$ cat src/rtl/ula_arbiter.sv
// Round-robin arbiter sharing one combinational AND/OR/NOT ALU between two requesters.
// Each operation runs IDLE -> EXEC -> RESP; an illegal opcode skips EXEC.
module ula_arbiter #(
  parameter int WIDTH = 8
) (
  input  logic             clk,
  input  logic             rst,
  input  logic             req0_valid,
  output logic             req0_ready,
  input  logic [WIDTH-1:0] req0_a,
  input  logic [WIDTH-1:0] req0_b,
  input  logic [1:0]       req0_op,
  input  logic             req1_valid,
  output logic             req1_ready,
  input  logic [WIDTH-1:0] req1_a,
  input  logic [WIDTH-1:0] req1_b,
  input  logic [1:0]       req1_op,
  output logic             resp0_valid,
  input  logic             resp0_ready,
  output logic             resp1_valid,
  input  logic             resp1_ready,
  output logic [WIDTH-1:0] resp_data,
  output logic             resp_err,
  output logic [WIDTH-1:0] alu_a,
  output logic [WIDTH-1:0] alu_b,
  output logic [1:0]       alu_op,
  output logic             alu_en,
  input  logic [WIDTH-1:0] alu_z,
  output logic             busy
);

  typedef enum logic [1:0] {IDLE, EXEC, RESP} state_t;

  localparam logic [1:0] OP_ILLEGAL = 2'd3;

  state_t           state_q, state_d;
  logic             last_grant_q, last_grant_d;
  logic             owner_q, owner_d;
  logic [WIDTH-1:0] alu_a_q, alu_a_d;
  logic [WIDTH-1:0] alu_b_q, alu_b_d;
  logic [1:0]       alu_op_q, alu_op_d;
  logic [WIDTH-1:0] resp_data_q, resp_data_d;
  logic             resp_err_q, resp_err_d;

  logic             any_valid;
  logic             grant;
  logic             accept;
  logic             resp_taken;
  logic [WIDTH-1:0] sel_a, sel_b;
  logic [1:0]       sel_op;

  // On a tie the requester that did not win last time gets the slot.
  always_comb begin
    any_valid = req0_valid | req1_valid;
    grant     = 1'b0;
    if (req0_valid && req1_valid) begin
      grant = ~last_grant_q;
    end else begin
      grant = req1_valid;
    end
    sel_a  = grant ? req1_a  : req0_a;
    sel_b  = grant ? req1_b  : req0_b;
    sel_op = grant ? req1_op : req0_op;
  end

  assign accept     = (state_q == IDLE) && any_valid;
  assign resp_taken = owner_q ? resp1_ready : resp0_ready;

  always_comb begin
    state_d      = state_q;
    last_grant_d = last_grant_q;
    owner_d      = owner_q;
    alu_a_d      = alu_a_q;
    alu_b_d      = alu_b_q;
    alu_op_d     = alu_op_q;
    resp_data_d  = resp_data_q;
    resp_err_d   = resp_err_q;
    unique case (state_q)
      IDLE: begin
        if (accept) begin
          owner_d      = grant;
          last_grant_d = grant;
          if (sel_op == OP_ILLEGAL) begin
            // The ALU is bypassed, so its operand registers keep old values.
            resp_data_d = '0;
            resp_err_d  = 1'b1;
            state_d     = RESP;
          end else begin
            alu_a_d  = sel_a;
            alu_b_d  = sel_b;
            alu_op_d = sel_op;
            state_d  = EXEC;
          end
        end
      end
      EXEC: begin
        resp_data_d = alu_z;
        resp_err_d  = 1'b0;
        state_d     = RESP;
      end
      RESP: begin
        if (resp_taken) begin
          state_d = IDLE;
        end
      end
      default: state_d = IDLE;
    endcase
  end

  always_ff @(posedge clk) begin
    if (rst) begin
      state_q      <= IDLE;
      last_grant_q <= 1'b1;
      owner_q      <= 1'b0;
      alu_a_q      <= '0;
      alu_b_q      <= '0;
      alu_op_q     <= '0;
      resp_data_q  <= '0;
      resp_err_q   <= 1'b0;
    end else begin
      state_q      <= state_d;
      last_grant_q <= last_grant_d;
      owner_q      <= owner_d;
      alu_a_q      <= alu_a_d;
      alu_b_q      <= alu_b_d;
      alu_op_q     <= alu_op_d;
      resp_data_q  <= resp_data_d;
      resp_err_q   <= resp_err_d;
    end
  end

  assign req0_ready  = accept && !grant;
  assign req1_ready  = accept && grant;
  assign resp0_valid = (state_q == RESP) && !owner_q;
  assign resp1_valid = (state_q == RESP) && owner_q;
  assign resp_data   = resp_data_q;
  assign resp_err    = resp_err_q;
  assign alu_a       = alu_a_q;
  assign alu_b       = alu_b_q;
  assign alu_op      = alu_op_q;
  assign alu_en      = (state_q == EXEC);
  assign busy        = (state_q != IDLE);

endmodule

$ cat config.mk
export PLATFORM = sky130hd
export DESIGN_NAME = ula_arbiter
export DESIGN_NICKNAME = d
export VERILOG_FILES = /design/src/rtl/ula_arbiter.sv
export SDC_FILE = /design/constraint.sdc
export NUM_CORES = 1
export LEC_CHECK = 0
export CORE_ASPECT_RATIO = 1.4
export CORE_MARGIN = 2
export CORE_UTILIZATION = 38
export CTS_CLUSTER_DIAMETER = 120
export CTS_CLUSTER_SIZE = 14
export DETAILED_ROUTE_END_ITERATION = 12
export PLACE_DENSITY = 0.85
export SYNTH_ARGS = -nofsm -noshare
export SYNTH_HDL_FRONTEND = slang
export SYNTH_SLANG_ARGS = --single-unit
$ cat constraint.sdc
create_clock -name clk -period 2.2 [get_ports clk]
set_input_delay 0.66 -clock clk [delete_from_list [all_inputs] [get_ports clk]]
set_output_delay 0.66 -clock clk [all_outputs]
set_load 0.02 [all_outputs]
==> impl_metrics.csv, run 1 <==
group,metric,value,unit
placement,place_area,2430,um2
setup_path,regToRegSetupSlack,590,ps
logic_synthesis,synth.ff_latch_count,31,
clock_network,cts_buffer_depth,2,
finish,share_of_layout_cells_above_drive_strength_1,16.8,%
power,power.density,712,nW/um2
setup_path,critPathMostFrequentCell,"nor2_1",
timing,clock-skew-final,1.85,ps
logic_synthesis,synth_area_leader_cell,"dfxtp_1",
drt,avgViaCountPerCell,5.37,
logic_synthesis,share_of_the_yosys_chip_area_belonging_to_registers,41.1,%
setup_path,crit_path_end_kind,"output port",
drt,routed-via-count,1573,
timing,final_period_minus_worst_setup_slack,2140,ps
logic_synthesis,synth_cells,159,
power,finalPower,1790,uW
finish,final_core_util,64.8,%
die,die_area,4500,um2
finish,area_growth_syn_to_layout,66.6,%
clock_network,root_buffer,"clkbuf_8",
placement,dpl.hpwl,3170,um
clock_network,clk-insertion-delay-late,280,ps
finish,final_design_area_no_fill,2520,um2
global_routing,gr_util_all_layers,19.2,%
timing,final_max_slew_viol_count,0,
drt,drtPass1Iterations,4,
clock_network,clock_sink_count,31,
logic_synthesis,synthDominantCellAreaShare,41.1,%
timing,final-setup-viol-count,0,
drt,route.final.wire_length,4140,um
clock_network,htree_num_levels,2,
setup_path,crit_chain,"dlygate4sd2_1 > nor2_1 > or2_2 > nor2_1 > buf_4",
die,ioPinCount,83,
placement,global_placer_s_final_weighted_congestion,0.789,
setup_path,startpoint_type,"input pin",
drt,detail-route-antenna-nets,0,
placement,port-buffer-count,82,
setup_path,worst_ep_arrival_time,1480,ps
drt,drt_iter0_drc,40,
finish,num_antenna_cells,0,
drt,route.detailed.wl_per_inst,14.1,um
power,leakage,0.000958,uW
clock_network,cts_hold_buf,0,
die,dieWidth,57.3,um
die,die_height,78.6,um
global_routing,first_global_vias,1541,
logic_synthesis,yosys.cell_types.count,26,
global_routing,grt_first_pass_wirelength,6690,um
timing,grt_setup_unrepaired,"false",
clock_network,clkTransAtPathRegs,60,ps
setup_path,path_class,"in2out",
global_routing,grt_max_degree,20,
die,floorplan.core_area,3880,um2
global_routing,globalRoute.totalOverflow,0,
finish,fin_nets,299,
die,effective_utilization_at_floorplan,38.9,%
logic_synthesis,synth_nets,209,
drt,drt_drc_violations_left,0,
timing,final_hold_viol_count,0,
logic_synthesis,syn_area,1510,um2
logic_synthesis,synth.avg_cell_area,9.50,um2
logic_synthesis,top_post_synthesis_cells_by_area,"dfxtp_1 41%, mux2i_1 11%, a21oi_1 8.9%, a211oi_2 8.3%, nor2b_1 5.0%",
setup_path,critical_path.slowest_cell,"or2_2",
global_routing,grt_antenna_before_repair,0,
timing,timing.fmax,0.467,GHz
timing,layout_worst_path_cycle_share,97.4,%
die,core.rowCount,27,
timing,max_slew.worst_pin.slew,292,ps
clock_network,cts_bufs_inserted,5,
power,vdd_ir_drop_max,0.470,mV
flow_run,timing.max_cap.violations,0,
timing,slew-limit-headroom,80.5,%
run_status,run_status,"complete, no violations",
setup_path,cp_max_fo,2,
clock_network,tritoncts,"done",
min_path,min_path_type,"reg2reg",
setup_path,critPathMaxStageDelay,280,ps
setup_path,crit_required,1540,ps
logic_synthesis,synth_warnings,0,
registers in the layout, indices dropped and copies added (netlist names):
name / cells
state_q: 2
alu_b: 8
resp_data: 8
alu_op: 2
owner_q: 1
last_grant_q: 1
alu_a: 8
resp_err: 1
per-stage QoR:
| step | setup TNS [ps] | hold slack [ps] | worst slack, ps | cells |
|---|---|---|---|---|
| after global placement | -3550 | 462 | -641 | 285 |
| after floorplan | 0 | 458 | 56.2 | 159 |
| after CTS | 0 | 470 | 52.2 | 293 |
| after detailed placement | -5850 | 458 | -674 | 285 |
| final | 0 | 471 | 57.8 | 293 |
| after global routing | 0 | 496 | 14.7 | 293 |
logic make-up (layout without fill, tap and decap cells):
family	count (synthesis)	after routing	share of synthesized area, %
mux	18	18	12.3
simple gates	28	28	10.5
buf+inv	16	107	5.47
flops	31	31	41.1
compound gates	66	66	30.7
cell usage after synthesis:
master     n
or3_1      1
a211oi_1   7
nor2_1     4
nor3b_1    1
a21oi_1   27
nor2b_1   12
nand2_1    4
or2_2      2
buf_2      3
mux2_4     1
a21boi_2   1
inv_1      1
a31oi_1    2
nand2b_1   2
a311oi_1   2
a22oi_1    8
o21ai_0    8
buf_6      2
dfxtp_1   31
clkbuf_1   9
a211oi_2  10
mux2i_1   17
a211o_1    1
buf_4      1
and2_4     1
and2_1     1
critical path, delay by kind of cell:
family | cells | cell delay (ps)
buf+inv | 2 | 380
simple gates | 3 | 430
metal layers:
layer | global-route usage, % | up-vias | wire length (um) | part of all wire, %
met5 | 0 | - | 0 | 0
met4 | 10.9 | 0 | 121 | 2.9
met3 | 5.93 | 14 | 258 | 6.2
met2 | 35.1 | 59 | 2240 | 54
met1 | 18.5 | 735 | 1520 | 37
li1 | - | 765 | - | -
worst paths after layout:
check / startpoint / to / cells past startpoint
worst min-delay path: resp_err$_SDFFE_PP0P_ / resp_err$_SDFFE_PP0P_ / 2
worst max register to register: last_grant_q$_SDFFE_PP1P_ / resp_err$_SDFFE_PP0P_ / 5
worst min register to register: resp_err$_SDFFE_PP0P_ / resp_err$_SDFFE_PP0P_ / 2
worst max-delay path: req0_valid / req0_ready / 5
placed cells by master, fill, tap and decap left out, types with 2 or more instances in the layout:
cell | netlist | routed
a211oi_1 | 7 | 7
a211oi_2 | 10 | 10
a21oi_1 | 27 | 27
a22oi_1 | 8 | 8
a311oi_1 | 2 | 2
a31oi_1 | 2 | 2
buf_4 | 1 | 18
clkbuf_8 | 0 | 7
clkdlybuf4s50_1 | 0 | 74
dfxtp_1 | 31 | 31
dlygate4sd2_1 | 0 | 4
mux2i_1 | 17 | 17
nand2_1 | 4 | 4
nand2b_1 | 2 | 2
nor2_1 | 4 | 4
nor2b_1 | 12 | 12
o21ai_0 | 8 | 8
or2_2 | 2 | 2
cell type report:
cell class / count / area [um2]
Clock buffer: 8 / 100
Fill cell: 332 / 1370
Inverter: 1 / 3.75
Multi-Input combinational cell: 112 / 812
Sequential cell: 31 / 621
Tap cell: 43 / 53.8
Timing Repair Buffer: 98 / 926
power by group:
group	internal [uW]	leakage (uW)	switching, uW	total, uW
sequential	630	0.000256	39.4	670
combinational	331	0.000651	310	640
clock	285	0.0000515	196	481
total	1250	0.000958	545	1790
timing repair:
item / 4_1_cts / 5_1_grt
cloned: 0 / 0
setup buffers: 0 / 0
endpoints found under the setup margin: 6 / 2
pin swaps: 1 / 0
gates resized for setup: 16 / 3
Power figures use the tool's default switching activity.
==> inputs of run 2 (changes only) <==
--- a/config.mk
+++ b/config.mk
@@ -11,6 +11,7 @@
 export CTS_CLUSTER_DIAMETER = 120
 export CTS_CLUSTER_SIZE = 14
 export DETAILED_ROUTE_END_ITERATION = 12
+export HOLD_SLACK_MARGIN = 0.1
 export PLACE_DENSITY = 0.85
 export SYNTH_ARGS = -nofsm -noshare
 export SYNTH_HDL_FRONTEND = slang
==> results of run 2 <==
No change in the layout: final DEF, timing and power equal those of run 1.
==> inputs of run 3 (changes only) <==
--- a/config.mk
+++ b/config.mk
@@ -13,6 +13,7 @@
 export DETAILED_ROUTE_END_ITERATION = 12
 export HOLD_SLACK_MARGIN = 0.1
 export PLACE_DENSITY = 0.85
+export SLEW_MARGIN = 20
 export SYNTH_ARGS = -nofsm -noshare
 export SYNTH_HDL_FRONTEND = slang
 export SYNTH_SLANG_ARGS = --single-unit
==> results of run 3 <==
No change in the layout: final DEF, timing and power equal those of run 1.
